==> src/rtl/key_conditioner.sv <==
// Button front end: per-key 2-FF sync, debounce FSM, press/release/long strobes.
// Optional auto-repeat strobe on key_rep is built only when KEY_AUTOREPEAT_EN is defined.

module key_conditioner_lane #(
    parameter int DEB_MS  = 20,
    parameter int LONG_MS = 1000,
    parameter int REP_MS  = 200,
    parameter bit ACT_LOW = 1'b0
) (
    input  logic clk_1khz,
    input  logic clr_n,
    input  logic key_raw,
    output logic key_level,
    output logic key_press,
    output logic key_release,
    output logic key_long,
    output logic key_rep
);

    localparam int DW = $clog2(DEB_MS + 1);
    localparam int HW = $clog2(LONG_MS + 1);
    localparam logic [DW-1:0] DEB_LAST  = DW'(DEB_MS - 1);
    localparam logic [HW-1:0] HOLD_LAST = HW'(LONG_MS - 1);

    localparam logic [2:0] ST_IDLE   = 3'd0;
    localparam logic [2:0] ST_DEB_DN = 3'd1;
    localparam logic [2:0] ST_HELD   = 3'd2;
    localparam logic [2:0] ST_LONG   = 3'd3;
    localparam logic [2:0] ST_DEB_UP = 3'd4;

    if (DEB_MS < 2 || REP_MS < 2 || LONG_MS < 1) begin : g_bad_params
        $error("key_conditioner: DEB_MS and REP_MS must be >= 2, LONG_MS >= 1");
    end

    logic [1:0]    sync_q;
    logic          s;
    logic [2:0]    state_q, state_d;
    logic [DW-1:0] deb_q, deb_d;
    logic [HW-1:0] hold_q, hold_d, hold_inc;
    logic          org_long_q, org_long_d;
    logic          level_q, level_d;
    logic          press_q, press_d;
    logic          release_q, release_d;
    logic          long_q, long_d;

`ifdef KEY_AUTOREPEAT_EN
    localparam int RW = $clog2(REP_MS + 1);
    localparam logic [RW-1:0] REP_LAST = RW'(REP_MS - 1);
    logic [RW-1:0] rep_cnt_q, rep_cnt_d;
    logic          rep_q, rep_d;
`endif

    assign s        = sync_q[1];
    // hold timer saturates one short of LONG_MS so a late bounce-back still fires long
    assign hold_inc = (hold_q < HOLD_LAST) ? hold_q + HW'(1) : hold_q;

    always_comb begin
        state_d    = state_q;
        deb_d      = deb_q;
        hold_d     = hold_q;
        org_long_d = org_long_q;
        level_d    = level_q;
        press_d    = 1'b0;
        release_d  = 1'b0;
        long_d     = 1'b0;
`ifdef KEY_AUTOREPEAT_EN
        rep_cnt_d  = rep_cnt_q;
        rep_d      = 1'b0;
`endif
        case (state_q)
            ST_IDLE: begin
                if (s) begin
                    state_d = ST_DEB_DN;
                    deb_d   = DW'(1);
                end
            end
            ST_DEB_DN: begin
                if (!s) begin
                    state_d = ST_IDLE;
                    deb_d   = '0;
                end else if (deb_q >= DEB_LAST) begin
                    state_d = ST_HELD;
                    press_d = 1'b1;
                    level_d = 1'b1;
                    hold_d  = '0;
                    deb_d   = '0;
                end else begin
                    deb_d = deb_q + DW'(1);
                end
            end
            ST_HELD: begin
                if (!s) begin
                    state_d    = ST_DEB_UP;
                    org_long_d = 1'b0;
                    deb_d      = DW'(1);
                    hold_d     = hold_inc;
                end else if (hold_q >= HOLD_LAST) begin
                    state_d = ST_LONG;
                    long_d  = 1'b1;
`ifdef KEY_AUTOREPEAT_EN
                    rep_d     = 1'b1;
                    rep_cnt_d = '0;
`endif
                end else begin
                    hold_d = hold_inc;
                end
            end
            ST_LONG: begin
                if (!s) begin
                    state_d    = ST_DEB_UP;
                    org_long_d = 1'b1;
                    deb_d      = DW'(1);
                end
`ifdef KEY_AUTOREPEAT_EN
                else if (rep_cnt_q >= REP_LAST) begin
                    rep_d     = 1'b1;
                    rep_cnt_d = '0;
                end else begin
                    rep_cnt_d = rep_cnt_q + RW'(1);
                end
`endif
            end
            ST_DEB_UP: begin
                if (s) begin
                    state_d = org_long_q ? ST_LONG : ST_HELD;
                    deb_d   = '0;
                    if (!org_long_q) hold_d = hold_inc;
                end else if (deb_q >= DEB_LAST) begin
                    state_d   = ST_IDLE;
                    release_d = 1'b1;
                    level_d   = 1'b0;
                    deb_d     = '0;
                    hold_d    = '0;
`ifdef KEY_AUTOREPEAT_EN
                    rep_cnt_d = '0;
`endif
                end else begin
                    deb_d = deb_q + DW'(1);
                    if (!org_long_q) hold_d = hold_inc;
                end
            end
            default: begin
                state_d = ST_IDLE;
                deb_d   = '0;
                hold_d  = '0;
                level_d = 1'b0;
            end
        endcase
    end

    always_ff @(posedge clk_1khz or negedge clr_n) begin
        if (!clr_n) begin
            sync_q     <= '0;
            state_q    <= ST_IDLE;
            deb_q      <= '0;
            hold_q     <= '0;
            org_long_q <= 1'b0;
            level_q    <= 1'b0;
            press_q    <= 1'b0;
            release_q  <= 1'b0;
            long_q     <= 1'b0;
        end else begin
            sync_q     <= {sync_q[0], key_raw ^ ACT_LOW};
            state_q    <= state_d;
            deb_q      <= deb_d;
            hold_q     <= hold_d;
            org_long_q <= org_long_d;
            level_q    <= level_d;
            press_q    <= press_d;
            release_q  <= release_d;
            long_q     <= long_d;
        end
    end

`ifdef KEY_AUTOREPEAT_EN
    always_ff @(posedge clk_1khz or negedge clr_n) begin
        if (!clr_n) begin
            rep_cnt_q <= '0;
            rep_q     <= 1'b0;
        end else begin
            rep_cnt_q <= rep_cnt_d;
            rep_q     <= rep_d;
        end
    end
    assign key_rep = rep_q;
`else
    assign key_rep = 1'b0;
`endif

    assign key_level   = level_q;
    assign key_press   = press_q;
    assign key_release = release_q;
    assign key_long    = long_q;

endmodule

module key_conditioner #(
    parameter int                N_KEYS  = 3,
    parameter int                DEB_MS  = 20,
    parameter int                LONG_MS = 1000,
    parameter int                REP_MS  = 200,
    parameter logic [N_KEYS-1:0] ACT_LOW = N_KEYS'(3'b100)
) (
    input  logic              clk_1khz,
    input  logic              clr_n,
    input  logic [N_KEYS-1:0] key_raw,
    output logic [N_KEYS-1:0] key_level,
    output logic [N_KEYS-1:0] key_press,
    output logic [N_KEYS-1:0] key_release,
    output logic [N_KEYS-1:0] key_long,
    output logic [N_KEYS-1:0] key_rep
);

    for (genvar i = 0; i < N_KEYS; i++) begin : g_lane
        key_conditioner_lane #(
            .DEB_MS (DEB_MS),
            .LONG_MS(LONG_MS),
            .REP_MS (REP_MS),
            .ACT_LOW(ACT_LOW[i])
        ) u_lane (
            .clk_1khz   (clk_1khz),
            .clr_n      (clr_n),
            .key_raw    (key_raw[i]),
            .key_level  (key_level[i]),
            .key_press  (key_press[i]),
            .key_release(key_release[i]),
            .key_long   (key_long[i]),
            .key_rep    (key_rep[i])
        );
    end

endmodule
==> config.mk <==
export PLATFORM = sky130hd
export DESIGN_NAME = key_conditioner
export DESIGN_NICKNAME = d
export VERILOG_FILES = /design/src/rtl/key_conditioner.sv
export SDC_FILE = /design/constraint.sdc
export NUM_CORES = 1
export LEC_CHECK = 0
export BUFFER_PORTS_ARGS = -buffer_cell sky130_fd_sc_hd__buf_2
export CAP_MARGIN = 20
export CORE_MARGIN = 8
export CORE_UTILIZATION = 55
export DETAILED_ROUTE_END_ITERATION = 10
export GPL_ROUTABILITY_DRIVEN = 0
export GPL_TIMING_DRIVEN = 0
export PLACE_DENSITY_LB_ADDON = 0.15
export SYNTH_ARGS = -nofsm -noshare
export SYNTH_HDL_FRONTEND = slang
export SYNTH_SLANG_ARGS = --single-unit
==> constraint.sdc <==
create_clock -name clk_1khz -period 2.1 [get_ports clk_1khz]
set_clock_uncertainty 0.1 [all_clocks]
set_input_delay 0.42 -clock clk_1khz [delete_from_list [all_inputs] [get_ports clk_1khz]]
set_output_delay 0.42 -clock clk_1khz [all_outputs]
set_load 0.05 [all_outputs]
## Word-level counts from Yosys, hierarchy flattened

Cells that the tools add are included.

| cells by class | value |
|---|---|
| $lt $le $gt $ge | 9 |
| muxes and demuxes | 123 |
| eq/ne operators | 48 |
| bitwise logic cells | 7 |
| add/subtract/negate cells | 6 |
| reduce and logical (&&, ||, !) cells | 30 |

Operator list:

| operator | count |
|---|---|
| $mux 10 | 24 |
| $pmux 10 s4 | 3 |
| $mux 5 | 15 |
| $mux 3 | 24 |
| $pmux 5 s4 | 3 |
| $mux 1 | 45 |
| $pmux 3 s5 | 3 |
| $add 10x1->10 const B | 3 |
| $ge 10x10->1 const B | 3 |
| $lt 10x10->1 const B | 3 |
| $reduce_and 5->1 | 6 |
| $ne 3x3->1 const B | 9 |
| $ne 2x1->1 const B | 12 |
| $ne 2x2->1 const B | 12 |
| $eq 3x2->1 const B | 6 |
| $add 5x1->5 const B | 3 |
| $ge 5x5->1 const B | 3 |
| $reduce_and 4->1 | 3 |
| $reduce_or 2->1 | 6 |
| $eq 3x1->1 const B | 3 |
| $eq 3x3->1 const B | 3 |
| $logic_not 3->1 | 3 |
| $ne 3x1->1 const B | 3 |
| $pmux 1 s3 | 3 |
| other kinds (6) | 22 |

| word-level totals | value |
|---|---|
| flip-flop bits (word level) | 75 |
| bits of input ports | 5 |

## Longest topological paths before layout

Gate-level depths: netlist of run 1.

| depth | value |
|---|---|
| depth in word-level cells | 6 |
| depth in mapped cells | 6 |
| mapped depth without buffers | 6 |

## Cells and area by module

Synthesis of run 1 repeated with hierarchy kept, for this count alone.

| unflattened totals | value |
|---|---|
| cell total of the unflattened synthesis | 459 |
| area, all modules | 4,347.9 µm² |

By module, submodules not included:

| module | area each (µm²) | cells an instance | seq. area each (µm²) | times used |
|---|---|---|---|---|
| key_conditioner_lane at g_lane[0].u_lane ... | 1,445.1 | 150 | 625.6 | 2 |
| key_conditioner_lane at g_lane[2].u_lane | 1,457.6 | 159 | 625.6 | 1 |

## Worst setup path before layout of run 1

OpenSTA, ideal clock, no wires.

| path | value |
|---|---|
| path kind | flip-flop to flip-flop |
| from | reg g_lane[0].u_lane.deb_q[0] |
| to | reg g_lane[0].u_lane.hold_q[9] |
| slack | -0.041 ns |
| stages on the path, launching flop included | 7 |
| path buffers | 0 |
| arrival | 1.965 ns |
| setup time | 0.076 ns |
| path through | dfrtp_1 -> ha_1 -> a2111oi_4 -> o211ai_2 -> and2_4 -> or4_1 -> o21ai_1 |

| between the ends | value |
|---|---|
| word-level cells in the longest chain between the ends | 4 |
| elaborated cells between the ends (all ways) | 6 |
| classes of those cells | order compare: 1; eq/ne: 1; mux: 3; reduce/logical: 1 |

Ends and longest elaborated chain:

| element | RTL line | source |
|---|---|---|
| start, declared | 38 | `logic [DW-1:0] deb_q, deb_d;` |
| start signal, assigned | 155 | `deb_q <= '0;` |
| start signal, assigned | 165 | `deb_q <= deb_d;` |
| $ge 5x5->1 (*) | 81, 128 |  |
| $mux 10 | 128 | `end else if (deb_q >= DEB_LAST) begin` |
| $mux 10 | 124 | `if (s) begin` |
| $pmux 10 s4 | 70 | `case (state_q)` |
| end signal, assigned | 166 | `hold_q <= hold_d;` |
| end, declared | 39 | `logic [HW-1:0] hold_q, hold_d, hold_inc;` |

Mark *: on every way between the ends. The rest lies on a longest branch, timed or not.
A chain may end at the register's enable or synchronous reset.

## Worst setup path after layout of run 1

| path | value |
|---|---|
| from | reg g_lane[1].u_lane.deb_q[0] |
| to | reg g_lane[1].u_lane.hold_q[8] |

| between the ends | value |
|---|---|
| word-level cells in the longest chain between the ends | 4 |
| elaborated cells between the ends (all ways) | 6 |
| classes of those cells | order compare: 1; eq/ne: 1; mux: 3; reduce/logical: 1 |

Ends and longest elaborated chain:

| element | RTL line |
|---|---|
| start, declared | 38 |
| start signal, assigned | 155 |
| start signal, assigned | 165 |
| $ge 5x5->1 (*) | 81, 128 |
| $mux 10 | 128 |
| $mux 10 | 124 |
| $pmux 10 s4 | 70 |
| end signal, assigned | 166 |
| end, declared | 39 |

Marked as above.

==> qor.txt, run 1 <==
outcome - complete, but fails checks
failing checks - negative setup slack
initial DRC count - 232
# clock sinks - 75
first-pass GRT wire length - 17700 µm
Area Overhead vs Synth - 26.2%
# setup viols final - 11
reg2reg path depth - 7
critical path depth - 7
# rows - 33
Required @ worst endpoint - 2260 ps
CP Cell Sequence - ha_4 > a2111o_1 > a211oi_2 > buf_4 > o21ai_4 > or4_1 > o211ai_1
CP max-delay cell - or4_1
vias - 4175
sequential share of power - 45.9%
clock slew at reported path FFs - 90 ps
CTS Buffer Depth - 2
setup ws final - -156 ps
via/cell ratio - 6.23
hold crit path type - primary input to register
worst slew pin tran - 702 ps
Skew-Pair Late Insertion Delay - 350 ps
share of synthesized registers carrying an async set or reset - 100%
router iterations before antenna repair - 5
fin crit period - 2260 ps
Root Buffer - clkbuf_8
clock share of power - 28.3%
antenna cells - 0
post-synthesis sequential area ratio - 41.8%
gr ovfl total - 0
CP Class - register to register
synth unique cells - 72
total power - 3510 µW
Starting Density - 55.7%
core footprint - 8050 µm²
Gate Count Post-Synth - 489
Crit Path Max Fanout - 5
switching share of power - 32.7%
WP buf/inv - 1
f_max - 443 MHz
register area - 1890 µm²
CP max stage delay - 480 ps
pin count of the biggest net entering global routing - 52
Setup crit end kind - register
Primary FF master, synth - dfrtp_1
CTS Buf Count - 9
Post-synth EDFFs - 0
Yosys warning total - 0
most common cell after layout, fill and taps aside - dfrtp_1
antenna violations before repair - 0
Final period util - 107%
worst hold slack - 84.9 ps
pre-CTS WS - -468 ps
RSZ-0062 raised after global routing - yes
maximum vdd drop - 0.485 mV
Slew HR - 53.1%
post-route ant nets - 0
Leak - 0.00242 µW
DP Wirelength - 6910 µm
Combinational Power Share - 25.8%
area occupied by multi-input gates - 2760 µm²
CP arrival - 2420 ps
total track usage - 18.6%
Die Area - 11300 µm²
crit start category - register
Yosys reg bits - 75
share of cells above drive strength 1 - 28.8%
via count of the first global-routing pass - 3873
Residual DRC - 0
nets - 571
Die Y - 106 µm
power density over the cells - 620 nW/µm²
syn_area_per_cell - 9.17 µm²
final hold vios - 0
# fillers - 581
routed len/inst - 16.3 µm
CTS tree - done
I/O pin cnt - 20
Die Wd - 106 µm
IO buf count - 16
max-cap violation count - 0
Sw Pwr - 1150 µW
Cell Area, Synth - 4490 µm²
final WL - 10900 µm
commonest cells after routing, fill and taps aside - dfrtp_1, buf_4, nand2_1
Crit path max-delay family - compound AO/OA/AOI/OAI gates
Pint - 2360 µW
max-slew violations - 0
CTS HTree Levels - 3
hold-critical path depth - 1
[registers in the layout, summed over array words and instances (netlist names)]
name                       count
g_lane.u_lane.sync_q           6
g_lane.u_lane.hold_q          30
g_lane.u_lane.state_q          9
g_lane.u_lane.key_long         3
g_lane.u_lane.org_long_q       3
g_lane.u_lane.key_release      3
g_lane.u_lane.key_press        3
g_lane.u_lane.key_level        3
g_lane.u_lane.deb_q           15
[worst register-to-register path, stage by stage (launching register included)]
cell	delay (ps)
dfrtp_2	460
ha_4	170
a2111o_1	340
a211oi_2	280
buf_4	180
o21ai_4	70
or4_1	480
o211ai_1	90
[through the flow]
stage / TNS (ps) / util (%) / instance area (µm²) / cells
floorplan: -77.0 / - / 4530 / 491
global placement: -6890 / 58.9 / 4740 / 612
detailed placement: -7690 / 59.3 / 4770 / 613
CTS: -333 / 66.5 / 5350 / 654
global route: -1730 / 70.3 / 5660 / 670
finish: -367 / 70.3 / 5660 / 670
[cells in the mapped netlist (all sizes together) (7+ instances only)]
cell type,n,area (µm²)
dfrtp,75,1880
nand2,44,165
o21ai,38,190
nand3,31,155
nor2,31,116
buf,21,141
a21oi,20,104
inv,17,63.8
nor2b,13,81.3
a22o,12,105
clkbuf,12,45.0
nor3,12,65.1
nand2b,9,56.3
nand4,9,56.3
a21o,7,52.6
o211ai,7,57.6
or4,7,53.8
[what timing repair did]
action                                  in CTS  in global routing
endpoints found under the setup margin      38                 40
resized for setup                           34                 45
hold buffers                                 1                  0
buffers inserted                            23                 18
pin swaps                                   21                 26
hold endpoints to repair                    24                  0
cloned                                       1                  0
[cells by family after synthesis]
logic type / synth area share, %
and+or+nand+nor: 23.7
buffers and inverters: 5.58
other: 0.0836
AOI/OAI and AO/OA: 25.7
DFF: 41.8
muxes: 1.23
adders and majority gates: 1.67
xor gates and xnor gates: 0.195
[per-layer routing]
| metal | part of all wire [%] | GRT usage [%] | wire (µm) | up-vias |
|---|---|---|---|---|
| met5 | 0 | 0 | 0 | - |
| met4 | 1.6 | 6.53 | 170 | 0 |
| met3 | 4.7 | 3.63 | 515 | 19 |
| met2 | 49 | 30.2 | 5390 | 113 |
| met1 | 44 | 24.3 | 4870 | 2050 |
| li1 | - | - | - | 1993 |
[worst paths after layout]
path / startpoint / to / slack, ps
max reg2reg: g_lane[1].u_lane.deb_q[0] / g_lane[1].u_lane.hold_q[8] / -160
min in group asynchronous: clr_n / g_lane[1].u_lane.key_press / 410
min: key_raw[1] / g_lane[1].u_lane.sync_q[0] / 80
max: g_lane[1].u_lane.deb_q[0] / g_lane[1].u_lane.hold_q[8] / -160
max in group asynchronous: clr_n / g_lane[0].u_lane.deb_q[0] / 920
min reg2reg: g_lane[1].u_lane.sync_q[0] / g_lane[1].u_lane.sync_q[1] / 250
[area by class of cell]
type / instances / area share [%]
clock inverter: 6 / 0.752
multi-input combinational: 367 / 48.8
buffer: 33 / 3.47
inverter: 17 / 1.13
clock buffer: 10 / 2.25
tap: 105 / 2.32
sequential: 75 / 33.3
timing repair buffer: 57 / 7.94
[power groups by stage]
stage / Sequential [µW] / Combinational [µW] / Clock, µW
after global routing: 1620 / 980 / 1070
after global placement: 1640 / 604 / 0
final: 1610 / 906 / 992
after floorplan: 1630 / 485 / 0
after CTS: 1620 / 726 / 1010
after detailed placement: 1650 / 629 / 0
Power figures use the tool's default switching activity.
==> inputs of run 2 (changes only) <==
==> constraint.sdc (replaced) <==
create_clock -name clk_1khz -period 2.08 [get_ports clk_1khz]
set_clock_uncertainty 0.1 [all_clocks]
set_input_delay 0.416 -clock clk_1khz [delete_from_list [all_inputs] [get_ports clk_1khz]]
set_output_delay 0.416 -clock clk_1khz [all_outputs]
set_load 0.05 [all_outputs]
==> run 2 against run 1 <==
Net effect: the run still ends with negative setup slack left; non-clock buffer count grew 2; core utilization up 0.56 points; clock-buffer cell count grew 1; register-to-register slack improved by 60 ps; via count is 0.91% higher; flip-flop and latch count unchanged; worst setup slack improved by 55 ps; power rose by 6.8%; global-route usage rose by 1.1 points; routed wire length increased by 3.9%; critical path type unchanged; critical endpoint unchanged.
==> qor.txt, run 2 (synthesis gave the netlist of run 1 again) <==
outcome - complete, but fails checks
failing checks - negative setup slack
Leak - 0.00245 µW
power density over the cells - 656 nW/µm²
Slew HR - 55.4%
share of cells above drive strength 1 - 29.3%
antenna violations before repair - 0
Hold Startpoint - key_raw[1]
router iterations before antenna repair - 5
Required @ worst endpoint - 2240 ps
final WL - 11400 µm
Skew-Pair Late Insertion Delay - 350 ps
Residual DRC - 0
core footprint - 8050 µm²
register area - 1890 µm²
Setup crit end kind - register
IO buf count - 16
maximum vdd drop - 0.521 mV
CTS HTree Levels - 3
Biggest register - g_lane.u_lane.hold_q
gr ovfl total - 0
GRT met2 Usage - 32.8%
placed instance area - 4770 µm²
pin count of the biggest net entering global routing - 50
routed len/inst - 16.9 µm
max-cap violation count - 0
# rows - 33
CTS Buffer Depth - 2
Die Wd - 106 µm
initial DRC count - 234
Final period util - 105%
final hold vios - 0
fin area - 5710 µm²
fin crit period - 2180 ps
via count of the first global-routing pass - 4160
Die Area - 11300 µm²
reg-to-reg startpoint - g_lane[1].u_lane.deb_q[0]
# clock sinks - 75
worst slew pin tran - 668 ps
post-route ant nets - 0
GRT busiest layer - met2
# fillers - 610
clock slew at reported path FFs - 90 ps
hold crit path type - primary input to register
DP Wirelength - 6970 µm
f_max - 458 MHz
I/O pin cnt - 20
vias - 4213
# setup viols final - 13
CP Cell Sequence - ha_4 > a2111o_1 > a211oi_4 > o21ai_2 > or4_1 > o211ai_1
Die Y - 106 µm
setup ws final - -101 ps
met3 GRT Util - 2.96%
number of flip-flops in the largest register - 30
Starting Density - 55.7%
CP max-delay cell - or4_1
CP arrival - 2340 ps
crit start category - register
first-pass GRT wire length - 18600 µm
biggest registers after layout - g_lane.u_lane.hold_q (30), g_lane.u_lane.deb_q (15), g_lane.u_lane.state_q (9)
pre-CTS WS - -522 ps
CTS tree - done
area occupied by multi-input gates - 2750 µm²
CP Launch Point - g_lane[1].u_lane.deb_q[0]
antenna cells - 0
worst hold slack - 73.3 ps
Crit Path Max Fanout - 4
nets - 573
M1 GR Usage - 24.5%
CTS Buf Count - 9
CP Class - register to register
Root Buffer - clkbuf_8
CP max stage delay - 480 ps
most common cell after layout, fill and taps aside - dfrtp_1
via/cell ratio - 6.27
Area Overhead vs Synth - 27.2%
Final Core Density - 70.9%
max-slew violations - 0
commonest cells after routing, fill and taps aside - dfrtp_1, buf_4, nand2_1
total track usage - 19.7%
RSZ-0062 raised after global routing - yes
[run 2: cell count changes in the layout (fill, tap and decap cells not counted), sizes merged]
cell / change
clkinvlp: -2
bufinv: +2
buf: +2
clkbuf: +1
clkinv: -1
[run 2: path summary, 6_finish.rpt]
check | slack, ps | endpoint | cells after the start
setup / recovery | -100 | g_lane[1].u_lane.hold_q[8] | 6
hold / removal | 70 | g_lane[1].u_lane.sync_q[0] | 1
setup reg to reg | -100 | g_lane[1].u_lane.hold_q[8] | 6
hold reg to reg | 240 | g_lane[1].u_lane.sync_q[1] | 0
max in group asynchronous | 870 | g_lane[2].u_lane.hold_q[6] | 3
min in group asynchronous | 420 | g_lane[1].u_lane.key_level | 2
[run 2: power by group]
group          total [µW]  internal, µW  switching (µW)  leakage, µW
combinational         870           375             495      0.00135
sequential           1630          1530             102     0.000995
clock                1240           676             566     0.000107
[run 2: what timing repair did]
item | 4_1_cts | 5_1_grt
setup buffers | 27 | 14
endpoints found under the setup margin | 38 | 36
pin swaps | 22 | 28
endpoints found under the hold margin | 26 | 0
cloned | 1 | 0
hold buffers | 1 | 0
gates resized for setup | 33 | 60
[run 2: cell type report]
class	count	share of cell area [%]
Sequential cell	75	33.0
Multi-Input combinational cell	367	48.2
Inverter	17	1.12
Clock inverter	5	1.38
Clock buffer	11	2.30
Buffer	33	3.62
Tap cell	105	2.30
Timing Repair Buffer	59	7.98
[run 2: per-layer routing]
metal | share of wire, % | vias to the layer above | wire (µm)
li1 | - | 1992 | -
met1 | 44 | 2038 | 4960
met2 | 49 | 155 | 5570
met3 | 5.3 | 28 | 598
met4 | 2.1 | 0 | 243
met5 | 0 | - | 0
[run 2: per-stage QoR]
step	power, µW	std cells	TNS [ps]
global route	3910	672	-2100
finish	3750	672	-751
global placement	2280	612	-8090
floorplan	2130	491	-261
detailed placement	2310	613	-8790
CTS	3650	658	-251
[run 2: critical path, delay by kind of cell (launching register included)]
kind | cells | cell delay [ps]
simple gates | 1 | 480
flops | 1 | 460
compound gates | 4 | 860
fa+ha+maj | 1 | 190
